### config.mk
export PLATFORM = sky130hd
export DESIGN_NAME = fetch_sequencer
export DESIGN_NICKNAME = d
export VERILOG_FILES = /design/src/rtl/fetch_sequencer.sv
export SDC_FILE = /design/constraint.sdc
export NUM_CORES = 1
export LEC_CHECK = 0
export CAP_MARGIN = 20
export CORE_MARGIN = 2
export CORE_UTILIZATION = 56
export CTS_CLUSTER_DIAMETER = 200
export CTS_CLUSTER_SIZE = 20
export DETAILED_ROUTE_END_ITERATION = 7
export HOLD_SLACK_MARGIN = 0.08
export PLACE_DENSITY_LB_ADDON = 0.15
export SYNTH_ARGS = -nofsm -noshare
export SYNTH_HDL_FRONTEND = slang
export SYNTH_SLANG_ARGS = --single-unit
export TNS_END_PERCENT = 50
### constraint.sdc
create_clock -name i_clk -period 3.22 [get_ports i_clk]
set_clock_uncertainty 0.05 [all_clocks]
set_input_delay 0.805 -clock i_clk [delete_from_list [all_inputs] [get_ports i_clk]]
set_output_delay 0.805 -clock i_clk [all_outputs]
set_load 0.02 [all_outputs]
### src/rtl/fetch_sequencer.sv
// fetch_sequencer: program-counter sequencer with return stack, cycle counter and run/done handshake.
module fetch_sequencer #(
  parameter int AW = 10,
  parameter int SD = 4,
  parameter int CW = 16
) (
  input  logic          i_clk,
  input  logic          i_rst_n,
  input  logic          i_start,
  input  logic          i_halt,
  input  logic          i_branch_abs_en,
  input  logic          i_branch_rel_en,
  input  logic          i_cond,
  input  logic [AW-1:0] i_target,
  input  logic          i_call,
  input  logic          i_ret,
  input  logic          i_stall,
  output logic [AW-1:0] o_prog_ctr,
  output logic          o_running,
  output logic          o_ack,
  output logic [CW-1:0] o_cycle_count,
  output logic          o_stack_err
);
  localparam int SPW = $clog2(SD + 1);
  localparam int IW = (SD > 1) ? $clog2(SD) : 1;
  localparam logic [SPW-1:0] SP_FULL = SPW'(SD);

  typedef enum logic [1:0] {IDLE, ARMED, RUN, DONE} state_t;

  state_t         r_state;
  logic [AW-1:0]  r_pc;
  logic [SPW-1:0] r_sp;
  logic [CW-1:0]  r_cnt;
  logic           r_err;
  logic           r_running;
  logic           r_ack;
  logic [AW-1:0]  r_stack [0:(1<<IW)-1];

  logic [SPW-1:0] w_sp_dec;
  logic [AW-1:0]  w_pc_inc;
  logic [AW-1:0]  w_pc_next;
  logic           w_act;
  logic           w_pop;
  logic           w_under;
  logic           w_call;
  logic           w_push;
  logic           w_over;

  // w_act: a RUN cycle in which the program actually advances
  assign w_act    = (r_state == RUN) && !i_start && !i_stall && !i_halt;
  assign w_sp_dec = r_sp - 1'b1;
  assign w_pc_inc = r_pc + 1'b1;
  assign w_pop    = w_act && i_ret && (|r_sp);
  assign w_under  = w_act && i_ret && !(|r_sp);
  assign w_call   = w_act && !i_ret && i_branch_abs_en && i_call;
  assign w_push   = w_call && (r_sp != SP_FULL);
  assign w_over   = w_call && (r_sp == SP_FULL);

  always_comb begin
    w_pc_next = !w_act ? r_pc :
                i_ret ? ((|r_sp) ? r_stack[w_sp_dec[IW-1:0]] : w_pc_inc) :
                i_branch_abs_en ? i_target :
                (i_branch_rel_en && i_cond) ? r_pc + i_target :
                w_pc_inc;
  end

  always_ff @(posedge i_clk) begin
    if (w_push) r_stack[r_sp[IW-1:0]] <= w_pc_inc;
  end

  always_ff @(posedge i_clk or negedge i_rst_n) begin
    if (!i_rst_n) begin
      r_state   <= IDLE;
      r_pc      <= '0;
      r_sp      <= '0;
      r_cnt     <= '0;
      r_err     <= 1'b0;
      r_running <= 1'b0;
      r_ack     <= 1'b0;
    end else begin
      case (r_state)
        IDLE: if (i_start) r_state <= ARMED;
        ARMED: begin
          r_pc  <= '0;
          r_sp  <= '0;
          r_cnt <= '0;
          r_err <= 1'b0;
          if (!i_start) begin
            r_state   <= RUN;
            r_running <= 1'b1;
          end
        end
        RUN: begin
          r_cnt <= (&r_cnt) ? r_cnt : r_cnt + 1'b1;
          r_pc  <= w_pc_next;
          r_sp  <= w_push ? r_sp + 1'b1 : w_pop ? w_sp_dec : r_sp;
          if (w_under || w_over) r_err <= 1'b1;
          if (i_start) begin
            r_state   <= ARMED;
            r_running <= 1'b0;
          end else if (!i_stall && i_halt) begin
            r_state   <= DONE;
            r_running <= 1'b0;
            r_ack     <= 1'b1;
          end
        end
        DONE: if (i_start) begin
          r_state <= ARMED;
          r_ack   <= 1'b0;
        end
        default: r_state <= IDLE;
      endcase
    end
  end

  assign o_prog_ctr    = r_pc;
  assign o_running     = r_running;
  assign o_ack         = r_ack;
  assign o_cycle_count = r_cnt;
  assign o_stack_err   = r_err;
endmodule

Word level (Yosys, flattened, before mapping)
Memories as Yosys holds them, arrays and structs flattened.
Index checks and enable logic that the tools add are counted.

storage, ports and cells
  bits in registers = 34
  bits in writable memories = 40
  input port bits = 20
  output and inout port bits = 29
  word-level logic and storage cells = 88
  memories kept = 1

operators by class
  add/sub/neg operators = 5
  equality and inequality tests = 15
  mux-type cells = 28
  reductions and logical operators = 32

memories
  name     words  width  rd ports  clocked after memory_dff  write ports  RTL line  source
  r_stack  4      10     1         0                         1            37        logic [AW-1:0] r_stack [0:(1<<IW)-1];

operators by type and width
  operator                 number
  $mux W10                 5
  $pmux W16 S2             1
  $pmux W10 S2             1
  $add A16 B1 Y16 const B  1
  $mux W16                 1
  $reduce_and A16 Y1       1
  $logic_and A1 B1 Y1      13
  $add A10 B1 Y10 const B  1
  $add A10 B10 Y10         1
  $ne A2 B2 Y1 const B     5
  $mux W1                  9
  $mux W2                  4
  $reduce_and A2 Y1        4
  $mux W3                  2
  $ne A2 B1 Y1 const B     3
  $ne A3 B3 Y1 const B     2
  $pmux W1 S2              3
  $pmux W2 S3              1
  $pmux W3 S2              1
  $reduce_and A3 Y1        2
  $logic_not A1 Y1         5
  $eq A2 B2 Y1 const B     2
  $reduce_and A4 Y1        1
  $reduce_bool A2 Y1       2
  9 further kinds          9

Longest topological paths before layout
  depth in word-level cells = 11
  gate-level depth with buffers = 10
  mapped depth without buffers = 9

Worst setup path before layout
No wires, ideal clock.

  kind = input port to flip-flop
  start point = input port i_start
  end point = memory r_stack[3][0] (enable)
  arrival time = 2.219 ns
  data required time = 2.822 ns
  slack = 0.604 ns
  stages = 4
  path buffers = 0
  cells stage by stage = nor4b_2 > nand2b_1 > nor3_2 > and2_1

between the ends
  cells in the longest elaborated chain, start to end = 10

RTL lines
  what                              RTL line  source
  start: declaration                9         input logic i_start,
  $logic_not A1 Y1                  -
  $logic_and A1 B1 Y1 (3 in a row)  50        assign w_act = (r_state == RUN) && !i_start && !i_stall && !i_halt;
  $logic_and A1 B1 Y1 (3 in a row)  55        assign w_call = w_act && !i_ret && i_branch_abs_en && i_call;
  $logic_and A1 B1 Y1               56        assign w_push = w_call && (r_sp != SP_FULL);
  $mux W1                           68        if (w_push) r_stack[r_sp[IW-1:0]] <= w_pc_inc;
  $mux W1 (implied by the code)     68
  end: declaration                  37

No other way between the ends.

Worst setup path after layout
  start point = input port i_target[0]
  end point = register r_pc[8], in the netlist o_prog_ctr[8]

between the ends
  cells in the longest elaborated chain, start to end = 6

RTL lines
  what                    RTL line  source
  start: declaration      14        input logic [AW-1:0] i_target,
  $add A10 B10 Y10        63        (i_branch_rel_en && i_cond) ? r_pc + i_target :
  $mux W10                63
  $mux W10                62        i_branch_abs_en ? i_target :
  $mux W10                61        i_ret ? ((|r_sp) ? r_stack[w_sp_dec[IW-1:0]] : w_pc_inc) :
  $mux W10                60        w_pc_next = !w_act ? r_pc :
  $pmux W10 S2            81        case (r_state)
  end signal: assignment  95        r_pc <= w_pc_next;
  end: declaration        31        logic [AW-1:0] r_pc;

No other way between the ends. The select of a mux whose other input is x is not followed.
A chain may end at the register's enable or synchronous reset.

==> key figures <==
Status
  • Outcome: finished, final reports clean

Min path
  • Worst Hold Class: flop to flop
  • WHS Path Cells: 1
  • Min-Delay Startpoint: o_cycle_count[6]

Yosys
  • Top cells by area, synth: edfxtp_1 29%, dfrtp_1 20%, ha_1 6.3%, mux4_2 5.4%, o21ai_0 3.2%
  • Cell taking the most area after synthesis: edfxtp_1
  • Syn. warnings: 0
  • Yosys reg bits: 74
  • Post-synthesis async set-or-reset flop share: 0.459
  • Predominant post-synthesis flop cell: edfxtp_1
  • Synthesized area per cell: 10.9 um2
  • Post-synthesis sequential area ratio: 0.488
  • Post-synth cell types: 56
  • Synth top area share: 0.286
  • Cell Area, Synth: 4200 um2
  • Mapped Nets: 426
  • Most common cell in the netlist: edfxtp_1
  • Synth Instances: 384
  • EDFF count, synth: 40
  • Top cells by instance count after synthesis: 40 x edfxtp_1, 34 x dfrtp_1, 29 x nor2_1

GRT
  • Largest net degree at the start of global routing: 35
  • Number of antenna violations at the first check in global routing: 0
  • GRT Overall Usage: 0.262
  • Vias in the first global route: 3450
  • First-pass GRT wire length: 16.9 mm
  • Global route total overflow: 0

Setup path
  • CP endpoint kind: flop
  • Top delay family on crit path: compound AO/OA/AOI/OAI gates
  • Startpoint type of the worst setup path: input port
  • Crit path depth: 10
  • Crit-path cells: clkdlybuf4s50_1, ha_1, inv_1, fa_1, nor2b_1, o21a_1, o21ai_1, a21oi_1, or4_1, a31o_2
  • Critical path arrival: 2.91 ns
  • Reg2reg path depth: 8
  • Launching point of the worst reg2reg path: o_cycle_count[0]
  • Crit. Startpoint: i_target[0]
  • Buf/Inv on CP: 2
  • Crit-path max cell delay: 0.42 ns
  • Critical path's slowest cell: clkdlybuf4s50_1
  • WP data required: 3.43 ns
  • Crit Path Category: input port to flop
  • CP Max Fanout: 3

Drt
  • Avg WL per Cell: 18.2 um
  • DRT Wirelength: 10.0 mm
  • DRT antenna net count: 0
  • Detailed Route Iter0 Violations: 242
  • Via/cell ratio: 6.09
  • DRC: 0
  • 1st-pass router iterations: 4
  • Total vias in the final route: 3351

Timing
  • Max Slew Vio Count: 0
  • TNS Setup: 0 ns
  • Setup ws final: 0.526 ns
  • RSZ-0062 raised after global routing: false
  • Final Hold Fails: 0
  • Share of the clock period used by the worst path: 0.837
  • Max_slew headroom: 0.446
  • FMAX: 0.371 GHz
  • Crit path time final: 2.69 ns
  • Hold Slack: 0.467 ns
  • Worst slew pin tran: 0.831 ns
  • Final setup fails: 0

CTS
  • Post-CTS setup buffer count: 0
  • H-Tree Depth: 3
  • CTS clk-pin slew, worst paths: 0.09 ns
  • PostCTS Resize Cnt: 0
  • Clock sinks: 74
  • CTS tree: built
  • Max Buffers Root-to-Sink: 2
  • Num CTS Buffers: 9
  • Hold Buf Count CTS: 0
  • Worst-Skew Late Latency: 0.36 ns
  • Clock Tree Root: clkbuf_8

Pwr
  • Worst vdd ir: 0.385 mV
  • Power Density: 681 nW/um2
  • P_leak: 2.00 nW

Placement
  • GPL Wtd Cong: 0.827
  • Dpl cells: 534
  • IO buf count: 48
  • Detailed Place HPWL: 7.20 mm
  • Pre-CTS WS: 0.152 ns

Layout
  • Final #Nets: 488
  • Diode count: 0
  • Non-filler cells, final: 550
  • Fill cells: 545
  • Area grow syn2layout: 21.0%
  • Share of cells above drive strength 1: 0.111

Floorplanning
  • Placeable Area: 7250 um2
  • Ports: 49
  • Core Rows: 31
  • Die height: 90.6 um
  • Die area: 8210 um2
  • Chip Width: 90.6 um
  • Initial Util: 0.579

Job
  • Max-Cap Viols: 0
[where the power goes]
group          total (mW)  switching, mW  internal (mW)
logic                1.46          0.814          0.644
registers            1.23          0.110           1.12
clock network       0.778          0.404          0.374
total                3.46           1.33           2.13
[sequential cells by signal, indices dropped and copies added (netlist names)]
signal / count
o_ack: 1
o_cycle_count: 16
o_prog_ctr: 10
o_running: 1
o_stack_err: 1
r_sp: 3
r_stack: 40
r_state: 2
[cells in the final DEF, fill, tap and decap left out, drive strengths merged, types with 3 or more instances in the layout]
cell type / synthesis / routed
mux2: 3 / 3
and3: 6 / 6
xnor2: 10 / 10
inv: 16 / 20
a211oi: 5 / 5
nor2: 29 / 29
edfxtp: 40 / 40
clkdlybuf4s50: 0 / 47
mux4: 10 / 10
buf: 3 / 15
xor2: 7 / 7
o31ai: 5 / 5
dfrtp: 34 / 34
ha: 21 / 21
a21o: 4 / 4
mux2i: 13 / 13
o21ai: 29 / 29
clkbuf: 8 / 9
a31oi: 4 / 4
nand2: 28 / 28
nand2b: 5 / 5
and2: 7 / 7
nand4: 11 / 11
a21oi: 26 / 26
nor3: 9 / 9
nand3: 14 / 14
nor2b: 3 / 3
[metrics by stage]
stage | util | instance area, um2 | power [mW]
detailed placement | 0.672 | 4870 | 2.70
floorplan | - | 4200 | 2.23
finish | 0.701 | 5080 | 3.46
global route | 0.701 | 5080 | 3.67
global placement | 0.672 | 4870 | 2.67
CTS | 0.701 | 5080 | 3.47
[worst paths after layout]
| path | endpoint | slack, ns |
|---|---|---|
| hold reg to reg | o_cycle_count[6] | 0.47 |
| min in group asynchronous | o_prog_ctr[8] | 0.48 |
| setup reg to reg | o_cycle_count[5] | 0.81 |
| max in group asynchronous | o_cycle_count[5] | 2.11 |
| hold / removal | o_cycle_count[6] | 0.47 |
| setup / recovery | o_prog_ctr[8] | 0.53 |
[layout make-up]
class | instances | area (um2) | share of cell area
Inverter | 16 | 60.1 | 0.0118
Timing Repair Buffer | 62 | 593 | 0.117
Tap cell | 99 | 124 | 0.0244
Sequential cell | 74 | 2050 | 0.404
Multi-Input combinational cell | 283 | 2050 | 0.402
Clock buffer | 9 | 124 | 0.0244
Clock inverter | 7 | 85.1 | 0.0167
[routing by layer]
metal  track usage  vias to the layer above  routed length (um)
met5             0                        -                   0
met4        0.0859                        0                 200
met3        0.0518                       19                 427
met2         0.448                      106                5080
met1         0.335                     1653                4310
li1              -                     1573                   -
[worst register-to-register path: stages (launching register included)]
cell     delay, ns
dfrtp_1       0.44
ha_1          0.26
nand4_1       0.17
nor3_2        0.31
a41oi_1       0.42
buf_4         0.30
and2_1        0.13
o21ai_0       0.13
o31ai_1       0.09
[cell families (layout without fill, tap and decap cells)]
family,count (synthesis),in the layout,synth area share
flops,74,74,0.488
simple gates,123,123,0.151
fa+ha+maj,22,22,0.0673
xor+xnor,17,17,0.0354
compound gates,95,95,0.141
mux,26,26,0.0926
buf+inv,27,94,0.0247
Note: power is estimated with default switching activity, not from simulation.
